## src/rtl/axi_obi_bridge.sv

```systemverilog
`default_nettype none
// +----------------------------------------------------------------------+
// | Module   : axi_obi_bridge                                            |
// | Purpose  : AXI4 slave (32-bit) to OBI master bridge. One AXI         |
// |            transaction at a time, INCR/FIXED bursts, one OBI request |
// |            outstanding, OBI errors reported as SLVERR.               |
// | Revision : 1.0 - initial release                                     |
// +----------------------------------------------------------------------+
module axi_obi_bridge #(
  parameter int ADDR_WIDTH = 32,
  parameter int DATA_WIDTH = 32,
  parameter int ID_WIDTH   = 2
) (
  input  logic                  clk_i,
  input  logic                  rst_i,
  input  logic                  aw_valid_i,
  output logic                  aw_ready_o,
  input  logic [ID_WIDTH-1:0]   aw_id_i,
  input  logic [ADDR_WIDTH-1:0] aw_addr_i,
  input  logic [7:0]            aw_len_i,
  input  logic [2:0]            aw_size_i,
  input  logic [1:0]            aw_burst_i,
  input  logic                  w_valid_i,
  output logic                  w_ready_o,
  input  logic [DATA_WIDTH-1:0] w_data_i,
  input  logic [3:0]            w_strb_i,
  input  logic                  w_last_i,
  output logic                  b_valid_o,
  input  logic                  b_ready_i,
  output logic [ID_WIDTH-1:0]   b_id_o,
  output logic [1:0]            b_resp_o,
  input  logic                  ar_valid_i,
  output logic                  ar_ready_o,
  input  logic [ID_WIDTH-1:0]   ar_id_i,
  input  logic [ADDR_WIDTH-1:0] ar_addr_i,
  input  logic [7:0]            ar_len_i,
  input  logic [2:0]            ar_size_i,
  input  logic [1:0]            ar_burst_i,
  output logic                  r_valid_o,
  input  logic                  r_ready_i,
  output logic [ID_WIDTH-1:0]   r_id_o,
  output logic [DATA_WIDTH-1:0] r_data_o,
  output logic [1:0]            r_resp_o,
  output logic                  r_last_o,
  output logic                  obi_req_o,
  input  logic                  obi_gnt_i,
  output logic [ADDR_WIDTH-1:0] obi_addr_o,
  output logic                  obi_we_o,
  output logic [3:0]            obi_be_o,
  output logic [DATA_WIDTH-1:0] obi_wdata_o,
  input  logic                  obi_rvalid_i,
  input  logic [DATA_WIDTH-1:0] obi_rdata_i,
  input  logic                  obi_err_i
);

  typedef enum logic [2:0] {
    IDLE    = 3'd0,
    WR_DATA = 3'd1,
    WR_REQ  = 3'd2,
    WR_WAIT = 3'd3,
    WR_RESP = 3'd4,
    RD_REQ  = 3'd5,
    RD_WAIT = 3'd6,
    RD_RESP = 3'd7
  } state_t;

  localparam logic [1:0]            c_resp_okay   = 2'b00;
  localparam logic [1:0]            c_resp_slverr = 2'b10;
  localparam logic [ADDR_WIDTH-3:0] c_word_inc    = {{(ADDR_WIDTH-3){1'b0}}, 1'b1};

  state_t                r_state;
  state_t                w_state_next;
  logic [7:0]            r_len;
  logic [7:0]            r_beat;
  logic                  r_fixed;
  logic                  r_err;
  logic                  r_prio_write;
  logic                  w_pick_write;
  logic                  w_last_beat;
  logic                  w_err_next;
  logic [ADDR_WIDTH-1:0] w_addr_adv;

  // Beat size and WLAST carry no information for a 32-bit-only, len-driven bridge.
  logic w_unused;
  assign w_unused = ^{aw_size_i, ar_size_i, w_last_i};

  assign w_last_beat = (r_beat == r_len);
  assign w_err_next  = r_err | (obi_rvalid_i & obi_err_i);
  // Bursts after the first beat are word aligned; FIXED keeps the address.
  assign w_addr_adv  = r_fixed ? obi_addr_o
                               : {obi_addr_o[ADDR_WIDTH-1:2] + c_word_inc, 2'b00};

  // Channel selection in IDLE: a lone valid wins, otherwise the kind not served last.
  always_comb begin
    w_pick_write = r_prio_write;
    if (aw_valid_i && !ar_valid_i) begin
      w_pick_write = 1'b1;
    end else if (ar_valid_i && !aw_valid_i) begin
      w_pick_write = 1'b0;
    end
  end

  // Next-state decode; every transition is qualified by a completed handshake.
  always_comb begin
    w_state_next = r_state;
    case (r_state)
      IDLE: begin
        if (aw_valid_i && aw_ready_o)      w_state_next = WR_DATA;
        else if (ar_valid_i && ar_ready_o) w_state_next = RD_REQ;
      end
      WR_DATA: if (w_valid_i && w_ready_o)   w_state_next = WR_REQ;
      WR_REQ:  if (obi_gnt_i)                w_state_next = WR_WAIT;
      WR_WAIT: if (obi_rvalid_i)             w_state_next = w_last_beat ? WR_RESP : WR_DATA;
      WR_RESP: if (b_ready_i)                w_state_next = IDLE;
      RD_REQ:  if (obi_gnt_i)                w_state_next = RD_WAIT;
      RD_WAIT: if (obi_rvalid_i)             w_state_next = RD_RESP;
      RD_RESP: if (r_ready_i)                w_state_next = r_last_o ? IDLE : RD_REQ;
      default:                               w_state_next = IDLE;
    endcase
  end

  // State register plus registered outputs, derived from the state being entered.
  always_ff @(posedge clk_i) begin
    if (rst_i) begin
      r_state      <= IDLE;
      r_len        <= '0;
      r_beat       <= '0;
      r_fixed      <= 1'b0;
      r_err        <= 1'b0;
      r_prio_write <= 1'b1;
      aw_ready_o   <= 1'b0;
      ar_ready_o   <= 1'b0;
      w_ready_o    <= 1'b0;
      b_valid_o    <= 1'b0;
      b_id_o       <= '0;
      b_resp_o     <= c_resp_okay;
      r_valid_o    <= 1'b0;
      r_id_o       <= '0;
      r_data_o     <= '0;
      r_resp_o     <= c_resp_okay;
      r_last_o     <= 1'b0;
      obi_req_o    <= 1'b0;
      obi_addr_o   <= '0;
      obi_we_o     <= 1'b0;
      obi_be_o     <= '0;
      obi_wdata_o  <= '0;
    end else begin
      r_state    <= w_state_next;
      aw_ready_o <= (w_state_next == IDLE) &&  w_pick_write;
      ar_ready_o <= (w_state_next == IDLE) && !w_pick_write;
      w_ready_o  <= (w_state_next == WR_DATA);
      obi_req_o  <= (w_state_next == WR_REQ) || (w_state_next == RD_REQ);
      b_valid_o  <= (w_state_next == WR_RESP);
      r_valid_o  <= (w_state_next == RD_RESP);
      case (r_state)
        IDLE: begin
          if (aw_valid_i && aw_ready_o) begin
            b_id_o       <= aw_id_i;
            obi_addr_o   <= aw_addr_i;
            r_len        <= aw_len_i;
            r_fixed      <= (aw_burst_i == 2'b00);
            r_beat       <= '0;
            r_err        <= 1'b0;
            obi_we_o     <= 1'b1;
            r_prio_write <= 1'b0;
          end else if (ar_valid_i && ar_ready_o) begin
            r_id_o       <= ar_id_i;
            obi_addr_o   <= ar_addr_i;
            r_len        <= ar_len_i;
            r_fixed      <= (ar_burst_i == 2'b00);
            r_beat       <= '0;
            r_err        <= 1'b0;
            obi_we_o     <= 1'b0;
            obi_be_o     <= 4'hF;
            r_prio_write <= 1'b1;
          end
        end
        WR_DATA: begin
          if (w_valid_i && w_ready_o) begin
            obi_wdata_o <= w_data_i;
            obi_be_o    <= w_strb_i;
          end
        end
        WR_WAIT: begin
          if (obi_rvalid_i) begin
            r_err <= w_err_next;
            if (w_last_beat) begin
              b_resp_o <= w_err_next ? c_resp_slverr : c_resp_okay;
            end else begin
              obi_addr_o <= w_addr_adv;
              r_beat     <= r_beat + 8'd1;
            end
          end
        end
        RD_WAIT: begin
          if (obi_rvalid_i) begin
            r_data_o <= obi_rdata_i;
            r_resp_o <= obi_err_i ? c_resp_slverr : c_resp_okay;
            r_last_o <= w_last_beat;
          end
        end
        RD_RESP: begin
          if (r_ready_i && !r_last_o) begin
            obi_addr_o <= w_addr_adv;
            r_beat     <= r_beat + 8'd1;
          end
        end
        default: ;
      endcase
    end
  end

endmodule
`default_nettype wire

```

## config.mk

```make
export PLATFORM = sky130hd
export DESIGN_NAME = axi_obi_bridge
export DESIGN_NICKNAME = d
export VERILOG_FILES = /design/src/rtl/axi_obi_bridge.sv
export SDC_FILE = /design/constraint.sdc
export NUM_CORES = 1
export LEC_CHECK = 0
export ABC_AREA = 1
export ABC_CLOCK_PERIOD_IN_PS = 1680
export CAP_MARGIN = 20
export CORE_UTILIZATION = 40
export CTS_BUF_LIST = sky130_fd_sc_hd__clkbuf_8
export CTS_CLUSTER_SIZE = 20
export DETAILED_ROUTE_END_ITERATION = 10
export HOLD_SLACK_MARGIN = 0.02
export PLACE_DENSITY = 0.88
export SLEW_MARGIN = 0
export SYNTH_ARGS = -nofsm -noshare
export SYNTH_HDL_FRONTEND = slang
export SYNTH_SLANG_ARGS = --single-unit
export TNS_END_PERCENT = 50
```

## constraint.sdc

```tcl
create_clock -name clk_i -period 1.68 [get_ports clk_i]
set_input_delay 0.252 -clock clk_i [delete_from_list [all_inputs] [get_ports clk_i]]
set_output_delay 0.252 -clock clk_i [all_outputs]
set_load 0.005 [all_outputs]
```

Word level (Yosys, flattened, before mapping)
Cells that the tools add are included.
{"block": "totals", "regBits": 138, "output_inout_bits": 116}
{"block": "classes", "addsub": 2, "eq_ne": 20, "mux": 44, "bitwise_logic": 3, "reduce_logical": 30}
{"cell": "32-bit two-way mux", "n": 6}
{"cell": "32-bit case mux with 3 select lines", "n": 1}
{"cell": "8-bit two-way mux", "n": 7}
{"cell": "3-bit two-way mux", "n": 11}
{"cell": "30-bit by 1-bit adder with 30-bit output, second input constant", "n": 1}
{"cell": "3-bit case mux with 8 select lines", "n": 1}
{"cell": "8-bit case mux with 3 select lines", "n": 1}
{"cell": "3-bit equality test, second input constant", "n": 7}
{"cell": "4-bit two-way mux", "n": 3}
{"cell": "2-bit inequality test, second input constant", "n": 6}
{"cell": "1-bit two-way mux", "n": 10}
{"cell": "3-bit by 2-bit equality test with 1-bit output, second input constant", "n": 3}
{"cell": "3-bit AND reduction", "n": 3}
{"cell": "8-bit by 1-bit adder with 8-bit output, second input constant", "n": 1}
{"cell": "8-bit equality test", "n": 1}
{"cell": "1-bit logical AND", "n": 8}
{"cell": "4-bit case mux with 2 select lines", "n": 1}
{"cell": "2-bit AND reduction", "n": 4}
{"cell": "3-bit by 1-bit equality test with 1-bit output, second input constant", "n": 2}
{"cell": "3-bit logical NOT", "n": 2}
{"cell": "2-bit nonzero test", "n": 3}
{"cell": "5-bit AND reduction", "n": 1}
{"cell": "1-bit logical NOT", "n": 4}
{"cell": "2-bit logical NOT", "n": 2}
{"cell": "other kinds (9)", "n": 10}

Depth between registers and ports, before layout
{"block": "logic_depth", "depth_word": 6, "mapped_depth": 13, "mapped_depth_nobuf": 12}

Worst setup path before layout
No wires, ideal clock.
{"block": "synth_timing", "path_kind": "flip-flop to flip-flop", "startpoint": "reg obi_addr_o[2]", "endpoint": "reg obi_addr_o[18]", "setup_ns": 0.113, "arrival_time_ns": 1.524, "required_ns": 1.567, "setup_slack_ns": 0.043, "stages_incl_launch_ff": 11, "path_buffers": 0, "synth_period_minus_slack_ns": 1.637, "path_cell_list": "dfxtp_1 ha_1 nand2_1 nor2_1 nand2_1 nor2_1 nand3_1 nand3_1 nand2_1 nor2_1 nor2_1"}
{"block": "synth_via", "elab_chain_cells": 5, "word_cells_on_any_way": 6, "cone_classes": "1 x add/sub; 5 x mux"}
{"element": "start: declaration", "line_no": "47", "source": "output logic [ADDR_WIDTH-1:0] obi_addr_o,"}
{"element": "start signal: assignment", "line_no": "159", "source": "obi_addr_o <= aw_addr_i;"}
{"element": "start signal: assignment", "line_no": "168", "source": "obi_addr_o <= ar_addr_i;"}
{"element": "start signal: assignment", "line_no": "190", "source": "obi_addr_o <= w_addr_adv;"}
{"element": "30-bit by 1-bit adder with 30-bit output *", "line_no": "91", "source": ": {obi_addr_o[ADDR_WIDTH-1:2] + c_word_inc, 2'b00};"}
{"element": "32-bit two-way mux *", "line_no": "90", "source": "assign w_addr_adv = r_fixed ? obi_addr_o"}
{"element": "32-bit two-way mux", "line_no": "187", "source": "if (w_last_beat) begin"}
{"element": "32-bit two-way mux", "line_no": "185", "source": "if (obi_rvalid_i) begin"}
{"element": "32-bit case mux with 3 select lines *", "line_no": "155", "source": "case (r_state)"}
Mark *: on every way between the ends. The rest lies on a longest branch, timed or not. The select of a mux whose other input is x is not followed.
A chain may end at the register's enable or synchronous reset.

Worst setup path after layout
{"block": "layout_timing", "startpoint": "reg obi_addr_o[2]", "endpoint": "reg obi_addr_o[16]"}
The elaborated chain is that of the path after synthesis.

==> flow_summary.json <==
{
  "synth_edf_count": 0,
  "hold_violations": 0,
  "cts_tree": "done",
  "synthTopCellsByArea": "dfxtp_1, nor2_1, nand2_1",
  "critPathLaunch": "obi_addr_o[2]$_SDFFE_PP0P_",
  "syn_area_mm2": 0.006873,
  "yosysTopAreaCellShare_pct": 39.61,
  "drive_above_1_share_pct": 14.68,
  "async_reset_ff_share_pct": 0,
  "fill_cells": 1391,
  "antenna_found_initial": 0,
  "violations": "setup timing",
  "period_needed_ps": 1710,
  "r2r-start": "obi_addr_o[2]$_SDFFE_PP0P_",
  "clockBufferDepth": 2,
  "max_freq_mhz": 584.6,
  "grt_pass1_wl_mm": 38.52,
  "worst-setup-path-type": "register to register",
  "clkLatencyLatePin_ps": 450,
  "diodes": 0,
  "synthFlopType": "dfxtp_1",
  "coreArea_mm2": 0.01670,
  "final.setup.tns_ps": -30.46,
  "reg2reg_depth": 12,
  "synth-seq-cells": 136,
  "synthMuxAreaShare_pct": 0,
  "dieWidth_um": 133.1,
  "synth-adder-area-share_pct": 0.3641,
  "globalplace.congestion": 0.9277,
  "hold_path.class": "input pin to register",
  "area_growth_pct": 61.84,
  "start_util_pct": 41.15,
  "regArea_mm2": 0.002756,
  "portBuffers": 279,
  "io_pins": 289,
  "drc": 0,
  "reg2reg_slack_ps": -30,
  "die_area_mm2": 0.01771,
  "dr.pass1.iters": 5,
  "cp-end-kind": "register",
  "p_per_area_mw_per_mm2": 789.6,
  "syn_area_per_cell_um2": 6.459,
  "synth_cell_types": 39,
  "ant_nets": 0,
  "finalWorstSetupSlack_ps": -30.46,
  "finalPower_mw": 8.783,
  "synth_top_family_by_area": "simple AND/OR/NAND/NOR gates",
  "vias_per_cell": 5.203,
  "htree_levels": 4,
  "clkTransAtPathRegs_ps": 100,
  "clock-sinks": 136,
  "drt_iter0_markers": 590,
  "routed_wl_mm": 25.68,
  "grt_util_all_layers_pct": 27.56,
  "synthSimpleGateAreaFrac_pct": 34.72,
  "drv_cap": 0,
  "grt_start_max_net_pins": 59,
  "slew_violations": 0,
  "grt_remaining_overflow": 0,
  "grt_pass1_vias": 7979,
  "synth_compound_area_share_pct": 16.38,
  "yosysWarnings": 0,
  "cts-root-buf": "clkbuf_8",
  "r2r_end": "obi_addr_o[16]$_SDFFE_PP0P_",
  "place_hpwl_mm": 18.44,
  "setup_viol": 1,
  "status": "finished with violations",
  "power_leakage_nw": 4.426,
  "rows": 47,
  "vdd_drop_max_mv": 0.6968,
  "fin_hold_ws_ps": 377.8,
  "multi_input_area_mm2": 0.003776,
  "rsz0062_at_grt": "true",
  "cp-start-kind": "register",
  "die_h_um": 133.1,
  "worstPathArrival_ps": 2060,
  "ys_seq_area_share_pct": 39.61,
  "cts_buffers": 17,
  "nets": 1579,
  "netlist_instances": 1064,
  "synth_xor_area_share_pct": 1.147,
  "crit_fanout": 3,
  "yosys.area.top_type": "dfxtp_1",
  "required_ps": 2030,
  "cp-endpoint": "obi_addr_o[16]$_SDFFE_PP0P_",
  "via_count": 8518,
  "detail_route.wl_per_cell_um": 15.69,
  "skew_ps": 18.34,
  "period_share_pct": 101.8
}
==> cell type report <==
| type | count | share of cell area (%) |
|---|---|---|
| clock buffers | 18 | 2.227 |
| clock inverters | 14 | 1.339 |
| inverters | 68 | 2.373 |
| multi-input cells | 809 | 33.95 |
| flip-flops and latches | 136 | 24.78 |
| well taps | 220 | 2.475 |
| repair buffers | 372 | 32.86 |
==> kinds of logic after synthesis <==
logic type	after synthesis
other	1
flip-flops	136
XOR/XNOR	9
adder cells (fa/ha/maj)	2
buffers and inverters	122
AND/OR/NAND/NOR	586
AO/OA/AOI/OAI	208
==> synthesized netlist by cell type, types with 2 or more instances <==
cell type,number
a211oi_1,2
o21ai_0,123
buf_4,6
ha_1,2
nand2_4,2
o211ai_1,5
xnor2_1,6
o32ai_1,3
nand4_1,8
xor2_1,3
inv_1,61
a21oi_1,47
clkinv_1,2
or2_2,8
o22ai_1,2
buf_2,11
buf_6,4
o21bai_1,12
dfxtp_1,136
nor2_1,263
a31oi_1,9
nor3_1,26
nand2_1,221
inv_2,3
clkbuf_1,32
o31ai_1,2
nand3_1,53
==> placed cells by master, fill, tap and decap left out, types with 2 or more instances in the layout <==
master	instances
dfxtp_2	27
o21bai_1	12
clkdlybuf4s50_1	266
conb_1	2
inv_2	7
inv_8	9
o32ai_1	3
nand4_1	8
o21ai_1	3
inv_1	58
nand2_4	5
a31oi_1	9
o22ai_1	2
nand2_1	213
o31ai_1	2
buf_6	4
nand3_1	53
o21ai_0	121
nand2_8	2
dlygate4sd2_1	7
buf_12	10
a211oi_1	2
xor2_1	3
a21oi_1	44
nor2_2	9
buf_4	78
xnor2_1	6
nor3_2	4
nand2_2	7
or2_2	8
nor3_1	22
dfxtp_1	109
nor2_4	6
o211ai_1	5
clkbuf_8	18
dlymetal6s2s_1	6
a21oi_2	4
inv_6	3
nor2_1	250
==> registers in the layout, summed over array words and instances (netlist names), 2 cells and up <==
signal	count
b_id_o	2
obi_addr_o	32
obi_be_o	4
obi_wdata_o	32
r_beat	8
r_data_o	32
r_id_o	2
r_len	8
r_state	3
==> how the worst min path moves through the flow <==
stage / slack [ps] / to / cells after the start / from
global route: 370 / r_len[4]$_SDFFE_PP0P_ / 3 / aw_len_i[4]
global placement: 450 / b_id_o[1]$_SDFFE_PP0P_ / 2 / b_id_o[1]$_SDFFE_PP0P_
CTS: 350 / r_len[3]$_SDFFE_PP0P_ / 3 / ar_len_i[3]
floorplan: 400 / r_resp_o[1]$_SDFFE_PP0P_ / 2 / obi_err_i
finish: 380 / r_len[1]$_SDFFE_PP0P_ / 3 / ar_len_i[1]
detailed placement: 450 / obi_addr_o[0]$_SDFFE_PP0P_ / 2 / obi_addr_o[0]$_SDFFE_PP0P_
==> stage by stage <==
| step | cells | worst slack (ps) | utilization (%) | area, um2 |
|---|---|---|---|---|
| final | 1637 | -30.46 | 66.60 | 11120 |
| after global routing | 1637 | -159.1 | 66.60 | 11120 |
| after CTS | 1633 | -0.8610 | 65.22 | 10890 |
| after detailed placement | 1594 | -253.1 | 62.46 | 10430 |
| after global placement | 1594 | -154.1 | 62.46 | 10430 |
| after floorplan | 1065 | 43.24 | - | 6877 |
==> report_power, final <==
group	total (mW)	leakage, nW	switching (mW)	internal, mW
logic	2.39	3.11	1.15	1.24
registers	3.66	1.11	0.189	3.47
clock network	2.74	0.203	1.57	1.17
==> worst max-delay path: stages (launching register included) <==
cell	delay, ps
dfxtp_2	340
buf_4	110
ha_2	190
nand2_2	80
inv_2	90
nand2_2	80
nor2_4	170
nand3_1	120
xor2_1	170
nand2_1	70
nand2_1	70
nor2_1	90
nor2_1	50
==> layer usage <==
layer | share of wire, % | global-route usage (%)
met1 | 37 | 30.03
met3 | 9.6 | 8.123
met4 | 4.1 | 11.62
met2 | 50 | 49.45
met5 | 0 | 0
==> timing repair <==
| action | 4_1_cts | 5_1_grt |
|---|---|---|
| setup buffers | 7 | 1 |
| endpoints found under the setup margin | 19 | 56 |
| pin swaps | 0 | 9 |
| gates cloned | 0 | 3 |
| hold buffers | 0 | 0 |
| gates resized for setup | 22 | 65 |
Power figures use the tool's default switching activity.
